--- src/rtl/ect_pkg.sv ---
// Shared definitions for the excitation/measurement (ECT) channel:
// sample format, measurement FSM states and offset-binary conversion.
package ect_pkg;

    localparam int unsigned DATA_W = 14;
    localparam logic [DATA_W-1:0] MIDSCALE = 14'h2000;

    typedef enum logic [1:0] {
        IDLE  = 2'd0,
        ARM   = 2'd1,
        ACCUM = 2'd2,
        DONE  = 2'd3
    } demodState_t;

    // Offset binary to two's complement: flipping the MSB is an XOR with mid-scale.
    function automatic logic signed [DATA_W-1:0] ob_to_tc(input logic [DATA_W-1:0] ob);
        return signed'(ob ^ MIDSCALE);
    endfunction

endpackage

--- src/rtl/sync_edge_det.sv ---
// Qualified Sync history and registered period-boundary strobe (Sync 1->0
// between consecutive qualified samples).
module sync_edge_det (
    input  logic Clk,
    input  logic Rst_n,
    input  logic AdcValid,
    input  logic Sync,
    output logic Boundary
);

    logic syncHist;

    // History only advances on qualified samples, so gaps never form an edge.
    always_ff @(posedge Clk or negedge Rst_n) begin
        if (!Rst_n) begin
            syncHist <= 1'b0;
            Boundary <= 1'b0;
        end else begin
            Boundary <= AdcValid & syncHist & ~Sync;
            if (AdcValid) begin
                syncHist <= Sync;
            end
        end
    end

endmodule

--- src/rtl/sync_demod_accum.sv ---
// Square-wave phase-sensitive demodulator: converts ADC samples, multiplies by
// the excitation sign and integrates over PERIODS excitation periods.
module sync_demod_accum #(
    parameter int unsigned DATA_W  = 14,
    parameter int unsigned ACC_W   = 32,
    parameter int unsigned PERIODS = 16,
    parameter int unsigned TIMEOUT = 65535
) (
    input  logic                    Clk,
    input  logic                    Rst_n,
    input  logic [DATA_W-1:0]       AdcIn,
    input  logic                    AdcValid,
    input  logic                    Sync,
    input  logic                    Start,
    output logic                    Busy,
    output logic signed [ACC_W-1:0] DemodOut,
    output logic                    DemodValid,
    output logic                    Err
);
    import ect_pkg::*;

    localparam int unsigned TERM_W = DATA_W + 1;
    localparam int unsigned SUM_W  = ACC_W + 1;
    localparam int unsigned CNT_W  = 8;
    localparam int unsigned TO_W   = $clog2(TIMEOUT + 1);

    // Stage 1: converted sample, sign and boundary flag
    logic                     s1Valid;
    logic                     s1Sign;
    logic                     s1Boundary;
    logic signed [DATA_W-1:0] s1Sample;

    always_ff @(posedge Clk or negedge Rst_n) begin
        if (!Rst_n) begin
            s1Valid  <= 1'b0;
            s1Sign   <= 1'b0;
            s1Sample <= '0;
        end else begin
            s1Valid <= AdcValid;
            if (AdcValid) begin
                s1Sign   <= Sync;
                s1Sample <= ob_to_tc(AdcIn);
            end
        end
    end

    sync_edge_det uEdgeDet (
        .Clk      (Clk),
        .Rst_n    (Rst_n),
        .AdcValid (AdcValid),
        .Sync     (Sync),
        .Boundary (s1Boundary)
    );

    // Stage 2 state
    demodState_t              state;
    demodState_t              stateNext;
    logic signed [ACC_W-1:0]  acc;
    logic signed [ACC_W-1:0]  accNext;
    logic [CNT_W-1:0]         periodCnt;
    logic [CNT_W-1:0]         periodNext;
    logic [TO_W-1:0]          toCnt;
    logic [TO_W-1:0]          toNext;
    logic                     busyNext;
    logic signed [ACC_W-1:0]  demodOutNext;
    logic                     demodValidNext;
    logic                     errNext;

    // Signed, saturating accumulate of the demodulated term; -(-2^(DATA_W-1)) fits in TERM_W.
    logic signed [TERM_W-1:0] termExt;
    logic signed [TERM_W-1:0] term;
    logic signed [SUM_W-1:0]  sum;
    logic signed [ACC_W-1:0]  accSat;
    logic                     satHit;

    always_comb begin
        termExt = TERM_W'(s1Sample);
        term    = s1Sign ? -termExt : termExt;
        sum     = SUM_W'(acc) + SUM_W'(term);
        satHit  = sum[ACC_W] ^ sum[ACC_W-1];
        if (satHit) begin
            accSat = sum[ACC_W] ? {1'b1, {(ACC_W-1){1'b0}}} : {1'b0, {(ACC_W-1){1'b1}}};
        end else begin
            accSat = sum[ACC_W-1:0];
        end
    end

    always_ff @(posedge Clk or negedge Rst_n) begin
        if (!Rst_n) begin
            state      <= IDLE;
            acc        <= '0;
            periodCnt  <= '0;
            toCnt      <= '0;
            Busy       <= 1'b0;
            DemodOut   <= '0;
            DemodValid <= 1'b0;
            Err        <= 1'b0;
        end else begin
            state      <= stateNext;
            acc        <= accNext;
            periodCnt  <= periodNext;
            toCnt      <= toNext;
            Busy       <= busyNext;
            DemodOut   <= demodOutNext;
            DemodValid <= demodValidNext;
            Err        <= errNext;
        end
    end

    logic             boundaryHit;
    logic [TO_W-1:0]  toInc;
    logic [CNT_W-1:0] periodInc;

    // Next-state and next-output logic; a boundary always pre-empts the timeout.
    always_comb begin
        stateNext      = state;
        accNext        = acc;
        periodNext     = periodCnt;
        toNext         = toCnt;
        busyNext       = Busy;
        demodOutNext   = DemodOut;
        demodValidNext = 1'b0;
        errNext        = Err;
        boundaryHit    = s1Valid & s1Boundary;
        toInc          = toCnt + TO_W'(1);
        periodInc      = periodCnt + CNT_W'(1);

        case (state)
            IDLE: begin
                if (Start) begin
                    stateNext  = ARM;
                    accNext    = '0;
                    periodNext = '0;
                    toNext     = '0;
                    errNext    = 1'b0;
                    busyNext   = 1'b1;
                end
            end
            ARM: begin
                if (boundaryHit) begin
                    stateNext  = ACCUM;
                    accNext    = accSat;
                    errNext    = Err | satHit;
                    periodNext = '0;
                    toNext     = '0;
                end else if (toInc == TO_W'(TIMEOUT)) begin
                    stateNext = IDLE;
                    busyNext  = 1'b0;
                    errNext   = 1'b1;
                    toNext    = '0;
                end else begin
                    toNext = toInc;
                end
            end
            ACCUM: begin
                if (boundaryHit) begin
                    toNext = '0;
                    if (periodInc == CNT_W'(PERIODS)) begin
                        stateNext = DONE;
                    end else begin
                        periodNext = periodInc;
                        accNext    = accSat;
                        errNext    = Err | satHit;
                    end
                end else if (toInc == TO_W'(TIMEOUT)) begin
                    stateNext = IDLE;
                    busyNext  = 1'b0;
                    errNext   = 1'b1;
                    toNext    = '0;
                end else begin
                    toNext = toInc;
                    if (s1Valid) begin
                        accNext = accSat;
                        errNext = Err | satHit;
                    end
                end
            end
            DONE: begin
                stateNext      = IDLE;
                demodOutNext   = acc;
                demodValidNext = 1'b1;
                busyNext       = 1'b0;
            end
            default: begin
                stateNext = IDLE;
                busyNext  = 1'b0;
            end
        endcase
    end

endmodule

--- config.mk ---
export PLATFORM = sky130hd
export DESIGN_NAME = sync_demod_accum
export DESIGN_NICKNAME = d
export VERILOG_FILES = /design/src/rtl/ect_pkg.sv /design/src/rtl/sync_edge_det.sv /design/src/rtl/sync_demod_accum.sv
export SDC_FILE = /design/constraint.sdc
export NUM_CORES = 1
export LEC_CHECK = 0
export CELL_PAD_IN_SITES_DETAIL_PLACEMENT = 1
export CELL_PAD_IN_SITES_GLOBAL_PLACEMENT = 1
export CORE_MARGIN = 3
export CORE_UTILIZATION = 25
export DETAILED_ROUTE_END_ITERATION = 12
export PLACE_DENSITY = 0.49
export SYNTH_ARGS = -nofsm -noshare
export SYNTH_HDL_FRONTEND = slang
export SYNTH_SLANG_ARGS = --single-unit
--- constraint.sdc ---
create_clock -name Clk -period 8.1 [get_ports Clk]
set_input_delay 1.62 -clock Clk [delete_from_list [all_inputs] [get_ports Clk]]
set_output_delay 1.62 -clock Clk [all_outputs]
set_load 0.1 [all_outputs]
# After elaboration in Yosys (flattened, before gate mapping)

Cells that the tools add are included.
Widths: inputs -> output; s select.

Register bits after elaboration: 110
Logic and storage cells: 88
Output and inout bits: 35

Add/subtract/negate cells: 4
Multiplexer cells: 38
Bitwise gates (word level): 7
Equality and inequality tests: 17
Reduce and logical (&&, ||, !) cells: 10

Operator list:

| kind                  | number |
|---|---|
| $mux 32               | 8 |
| $pmux 32 s3           | 1 |
| $mux 16               | 3 |
| $add 32x15->33        | 1 |
| $mux 8                | 4 |
| $pmux 16 s2           | 1 |
| $pmux 8 s3            | 1 |
| $add 16x1->16 const B | 1 |
| $eq 16x16->1 const B  | 1 |
| $mux 15               | 1 |
| $ne 3x3->1 const B    | 5 |
| $neg 14->15           | 1 |
| $mux 1                | 11 |
| $mux 2                | 5 |
| $ne 2x2->1 const B    | 5 |
| $reduce_and 5->1      | 2 |
| $add 8x1->8 const B   | 1 |
| $eq 8x5->1 const B    | 1 |
| $pmux 2 s4            | 1 |
| $pmux 1 s3            | 2 |
| $reduce_and 6->1      | 1 |
| $eq 2x2->1 const B    | 2 |
| $ne 4x4->1 const B    | 1 |
| $reduce_and 2->1      | 2 |
| 11 further kinds      | 14 |

# Logic depth before layout (Yosys ltp)

Word-level depth: 9
Gate-level depth with buffers: 17
Depth with buffers taken out: 15

# Hierarchy

A second synthesis with hierarchy kept.

Cell total of the unflattened synthesis: 790
Area, all modules: 7195.7 µm²

Modules (own cells, without submodules):

| module           | times used | cells each | area each (µm²) |
|---|---|---|---|
| sync_demod_accum | 1          | 786        | 7120.6 |
| sync_edge_det    | 1          | 4          | 75.1 |

# Worst setup path before layout

Ideal clock, no wire load.

Kind: register to register
Start point: register s1Sample[4]
End point: register acc[25]
Clock period less this slack: 4.803 ns
Stages on the path, launching flop included: 16
Setup slack: 3.297 ns
Library setup time: 0.147 ns
Arrival: 4.655 ns
Cell sequence: dfrtp_1 -> or4_1 -> or2_2 -> or4_1 -> o41ai_1 -> mux2i_1 -> ha_1 -> clkbuf_1 -> and4_1 -> nand3_1 -> a211o_1 -> a21bo_2 -> a22o_1 -> o2111ai_2 -> buf_6 -> a22oi_1

Word-level cells in the longest chain between the ends: 9
Elaborated cells between the ends (all ways): 12
Those cells by class: add/sub (2); mux (9); bitwise (1)

RTL lines:

| item                                          | RTL line                                       | text |
|---|---|---|
| start, declared                               | sync_demod_accum.sv:31                         | `logic signed [DATA_W-1:0] s1Sample;` |
| start signal, assigned                        | sync_demod_accum.sv:42                         | `s1Sample <= ob_to_tc(AdcIn);` |
| $neg 14->15                                   | sync_demod_accum.sv:78                         | `term = s1Sign ? -termExt : termExt;` |
| $mux 15 *                                     | sync_demod_accum.sv:78                         |  |
| $add 32x15->33 *                              | sync_demod_accum.sv:79                         | `sum = SUM_W'(acc) + SUM_W'(term);` |
| $mux 32 / $xor 1x1->1 (equally long branches) | sync_demod_accum.sv:82, sync_demod_accum.sv:80 |  |
| $mux 32 *                                     | sync_demod_accum.sv:81                         | `if (satHit) begin` |
| $mux 32                                       | sync_demod_accum.sv:172                        | `if (s1Valid) begin` |
| $mux 32                                       | sync_demod_accum.sv:165                        | `end else if (toInc == TO_W'(TIMEOUT)) begin` |
| $mux 32                                       | sync_demod_accum.sv:156                        | `if (boundaryHit) begin` |
| $pmux 32 s3 *                                 | sync_demod_accum.sv:128                        | `case (state)` |
| end signal, assigned                          | sync_demod_accum.sv:100                        | `acc <= accNext;` |
| end, declared                                 | sync_demod_accum.sv:58                         | `logic signed [ACC_W-1:0] acc;` |

Mark *: on every way between the ends. The rest lies on a longest branch, timed or not. The select of a mux whose other input is x is not followed.
A chain may end at the register's enable or synchronous reset.

# Worst setup path after layout

Start point: register s1Sample[4]
End point: register acc[22]

The elaborated chain is that of the path after synthesis.

==> key figures <==
Die
  – Die ar.: 32,490 µm²
  – Initial Util: 25.47%
  – # IOs: 54
  – Core box area: 29,800 µm²
  – Die Y: 180.2 µm
  – Die width: 180.2 µm
  – Row count: 63

Clock tree
  – Num CTS Buffers: 9
  – Clock Sink Count: 110
  – Hold-fix buffer count after cts: 0
  – Root Buffer: clkbuf_16
  – Clk_lat worst skew: 360 ps
  – CTS clk-pin slew, worst paths: 80 ps
  – Resize count post-CTS: 0
  – Max Root-Sink Buffers: 2
  – CTS tree: yes
  – Htree depth: 3
  – Post-CTS setup buffers: 0

Logic synthesis
  – Largest family of logic cells by synthesized area: compound AO/OA/AOI/OAI gates
  – Post-Syn Nets: 898
  – Synth Warn #: 0
  – Simple-Gate Fraction of Synth Area: 19.63%
  – Register area share after synthesis: 36.27%
  – Yosys top cell area share: 36.27%
  – Compound-Gate Fraction of Synth Area: 20.82%
  – Avg Cell Area, Syn: 9.100 µm²
  – Post-synth EDFFs: 0
  – Cell Area, Synth: 7590 µm²
  – Asr flop ratio synth: 100.0%
  – Post-synthesis register bit count: 110
  – Post-Synth Adder-Cell Area: 7.517%
  – Largest cells by area after synthesis: dfrtp_1, ha_1, mux2_2, nand2_1, o21ai_0
  – Top_reg_cell synth: dfrtp_1
  – Synth Instances: 834
  – Largest area contributor in the netlist: dfrtp_1
  – Mux cell area share after synthesis: 7.204%
  – Synth Area in XOR/XNOR: 4.731%
  – Distinct cells, synth: 72

STA
  – Final worst-path cycle share: 73.69%
  – Minimum clock period: 5969 ps
  – Final setup viols: 0
  – RSZ-0062 raised after global routing: no
  – Fmax: 0.1675 GHz
  – Fin. Hold Viols: 0
  – Clk_skew: 11.61 ps
  – Max-slew headroom: 26.97%
  – Setup_tns: 0 ps
  – Tightest Pin Transition: 1088 ps
  – Fin worst setup slack: 2131 ps
  – Max Slew Vio Count: 0

Placement
  – Placed Area: 8434 µm²
  – Final GP Congestion: 0.7674
  – Hpwl dp: 16,900 µm
  – Dpl ws: 2076 ps
  – PortBufs: 53
  – Placed instance count: 1,234

Setup path
  – Worst Path Max Fanout: 23
  – Reg2Reg Depth: 15
  – Crit end category: flop
  – Critical Path AT: 6160 ps
  – Type of the worst setup path: reg2reg
  – Crit start category: flop
  – Worst endpoint required time: 8290 ps

Detailed routing
  – DRT iter0 DRCs: 331
  – Met1 WL: 11,360 µm
  – Max Used Layer: met4
  – DR WL met3: 450 µm
  – Met2 WL: 11,030 µm
  – Vias/cell: 5.159
  – Post-route ant nets: 0
  – Drt pass-1 iters: 4
  – Total number of vias: 6,449
  – WL per Instance: 18.44 µm
  – WL final: 23,050 µm
  – Post-route DRC: 0

Final layout
  – Layout cell share with drive strength beyond 1: 9.884%
  – Layout area overhead: 15.30%
  – Fin area: 8751 µm²
  – Nets: 919
  – Final design utilization: 29.37%
  – Antenna cell count: 0
  – Non-filler cells, final: 1,250
  – Filler cell count: 3,436

Global routing
  – Total gr overflow: 0
  – Overall Global Routing Usage: 14.26%
  – First-pass GRT wire length: 38,160 µm
  – Pin count of the biggest net entering global routing: 60
  – Vias in the first global route: 6,690
  – Initial antenna violation count: 0

Run status
  – Status: complete, no violations

Min path
  – Hold WC Path Type: reg2reg
  – WHS Path Cells: 1

Power and ir drop
  – Pleak: 3.722 nW
  – Peak supply drop: 139.3 µV
  – Power Dens Cells: 387.1 nW/µm²

Run
  – Max Cap Viol: 0
-- cells in the final DEF, fill, tap and decap left out, types with 6 or more instances in the layout --
| master | count |
|---|---|
| nand3_1 | 19 |
| xnor2_1 | 30 |
| a211oi_1 | 7 |
| o211ai_1 | 7 |
| xor2_1 | 11 |
| buf_4 | 8 |
| clkdlybuf4s50_1 | 52 |
| nand2_1 | 92 |
| a31oi_1 | 7 |
| a22oi_1 | 12 |
| nand2b_1 | 12 |
| mux2_2 | 45 |
| o31ai_1 | 35 |
| a21oi_1 | 53 |
| nor2_1 | 36 |
| and3_1 | 43 |
| a21o_1 | 14 |
| ha_1 | 43 |
| clkbuf_16 | 9 |
| nor2b_1 | 9 |
| nand4_1 | 12 |
| nor3_1 | 17 |
| and4_1 | 6 |
| o21ai_0 | 53 |
| dfrtp_1 | 110 |
| o41ai_1 | 6 |
| inv_1 | 16 |
-- cells in the mapped netlist (16+ instances only) --
master	n
dfrtp_1	110
nand2_1	92
o21ai_0	54
a21oi_1	53
mux2_2	45
ha_1	44
and3_1	43
nor2_1	36
o31ai_1	35
clkbuf_1	34
xnor2_1	30
nand3_1	19
nor3_1	17
inv_1	16
-- layout make-up --
cell class	instances	area (µm²)	share of cell area [%]
Clock inverter	5	63.81	0.7292
Timing Repair Buffer	60	580.6	6.634
Multi-Input combinational cell	658	4553	52.03
Tap cell	390	488.0	5.576
Sequential cell	110	2753	31.46
Clock buffer	11	252.7	2.888
Inverter	16	60.06	0.6863
-- metal layers --
| layer | GRT usage [%] | up-vias |
|---|---|---|
| li1 | - | 3138 |
| met1 | 20.02 | 3220 |
| met2 | 23.87 | 76 |
| met3 | 1.635 | 15 |
| met4 | 2.763 | 0 |
| met5 | 0 | - |
-- registers in the layout (all words and copies together) (netlist names), 2 cells and up --
register   cells
periodCnt      8
s1Sample      14
toCnt         16
state          2
DemodOut      32
acc           32
-- worst max-delay path: stages (launching register included) --
cell	delay, ps
dfrtp_1	430
or4_1	540
or2_2	320
or4_1	460
o41ai_1	370
mux2i_2	120
buf_4	240
ha_1	490
nand4_1	180
nor4_1	330
o21ai_0	180
nand3_1	220
a211oi_1	210
o21a_1	530
xnor2_1	990
a22oi_1	170
-- metrics by stage --
step	hold slack, ps	power (W)
floorplan	463.5	0.002378
global placement	493.2	0.002915
detailed placement	497.5	0.002917
CTS	515.3	0.003428
global route	527.6	0.003649
finish	508.7	0.003387
-- final timing paths --
| kind | start | to | slack, ps |
|---|---|---|---|
| worst max-delay path | s1Sample[4] | acc[22] | 2130 |
| worst min-delay path | DemodOut[24] | DemodOut[24] | 510 |
| worst max register to register | s1Sample[4] | acc[22] | 2130 |
| worst min register to register | DemodOut[24] | DemodOut[24] | 510 |
| max in group asynchronous | Rst_n | acc[18] | 5530 |
| min in group asynchronous | Rst_n | periodCnt[3] | 1300 |
-- power breakdown --
| part | internal, W | leakage (nW) | switching [W] | total (W) |
|---|---|---|---|---|
| clock | 0.000261 | 0.153 | 0.000233 | 0.000494 |
| sequential | 0.000690 | 1.44 | 0.000140 | 0.000830 |
| combinational | 0.000694 | 2.13 | 0.00137 | 0.00206 |
-- logic make-up (layout without fill, tap and decap cells) --
logic type | Yosys count | count (layout)
DFF | 110 | 110
muxes | 49 | 49
and+or+nand+nor | 283 | 283
buffers and inverters | 66 | 92
AOI/OAI and AO/OA | 240 | 240
adders and majority gates | 45 | 45
xor gates and xnor gates | 41 | 41
(Power assumes the default switching activity.)
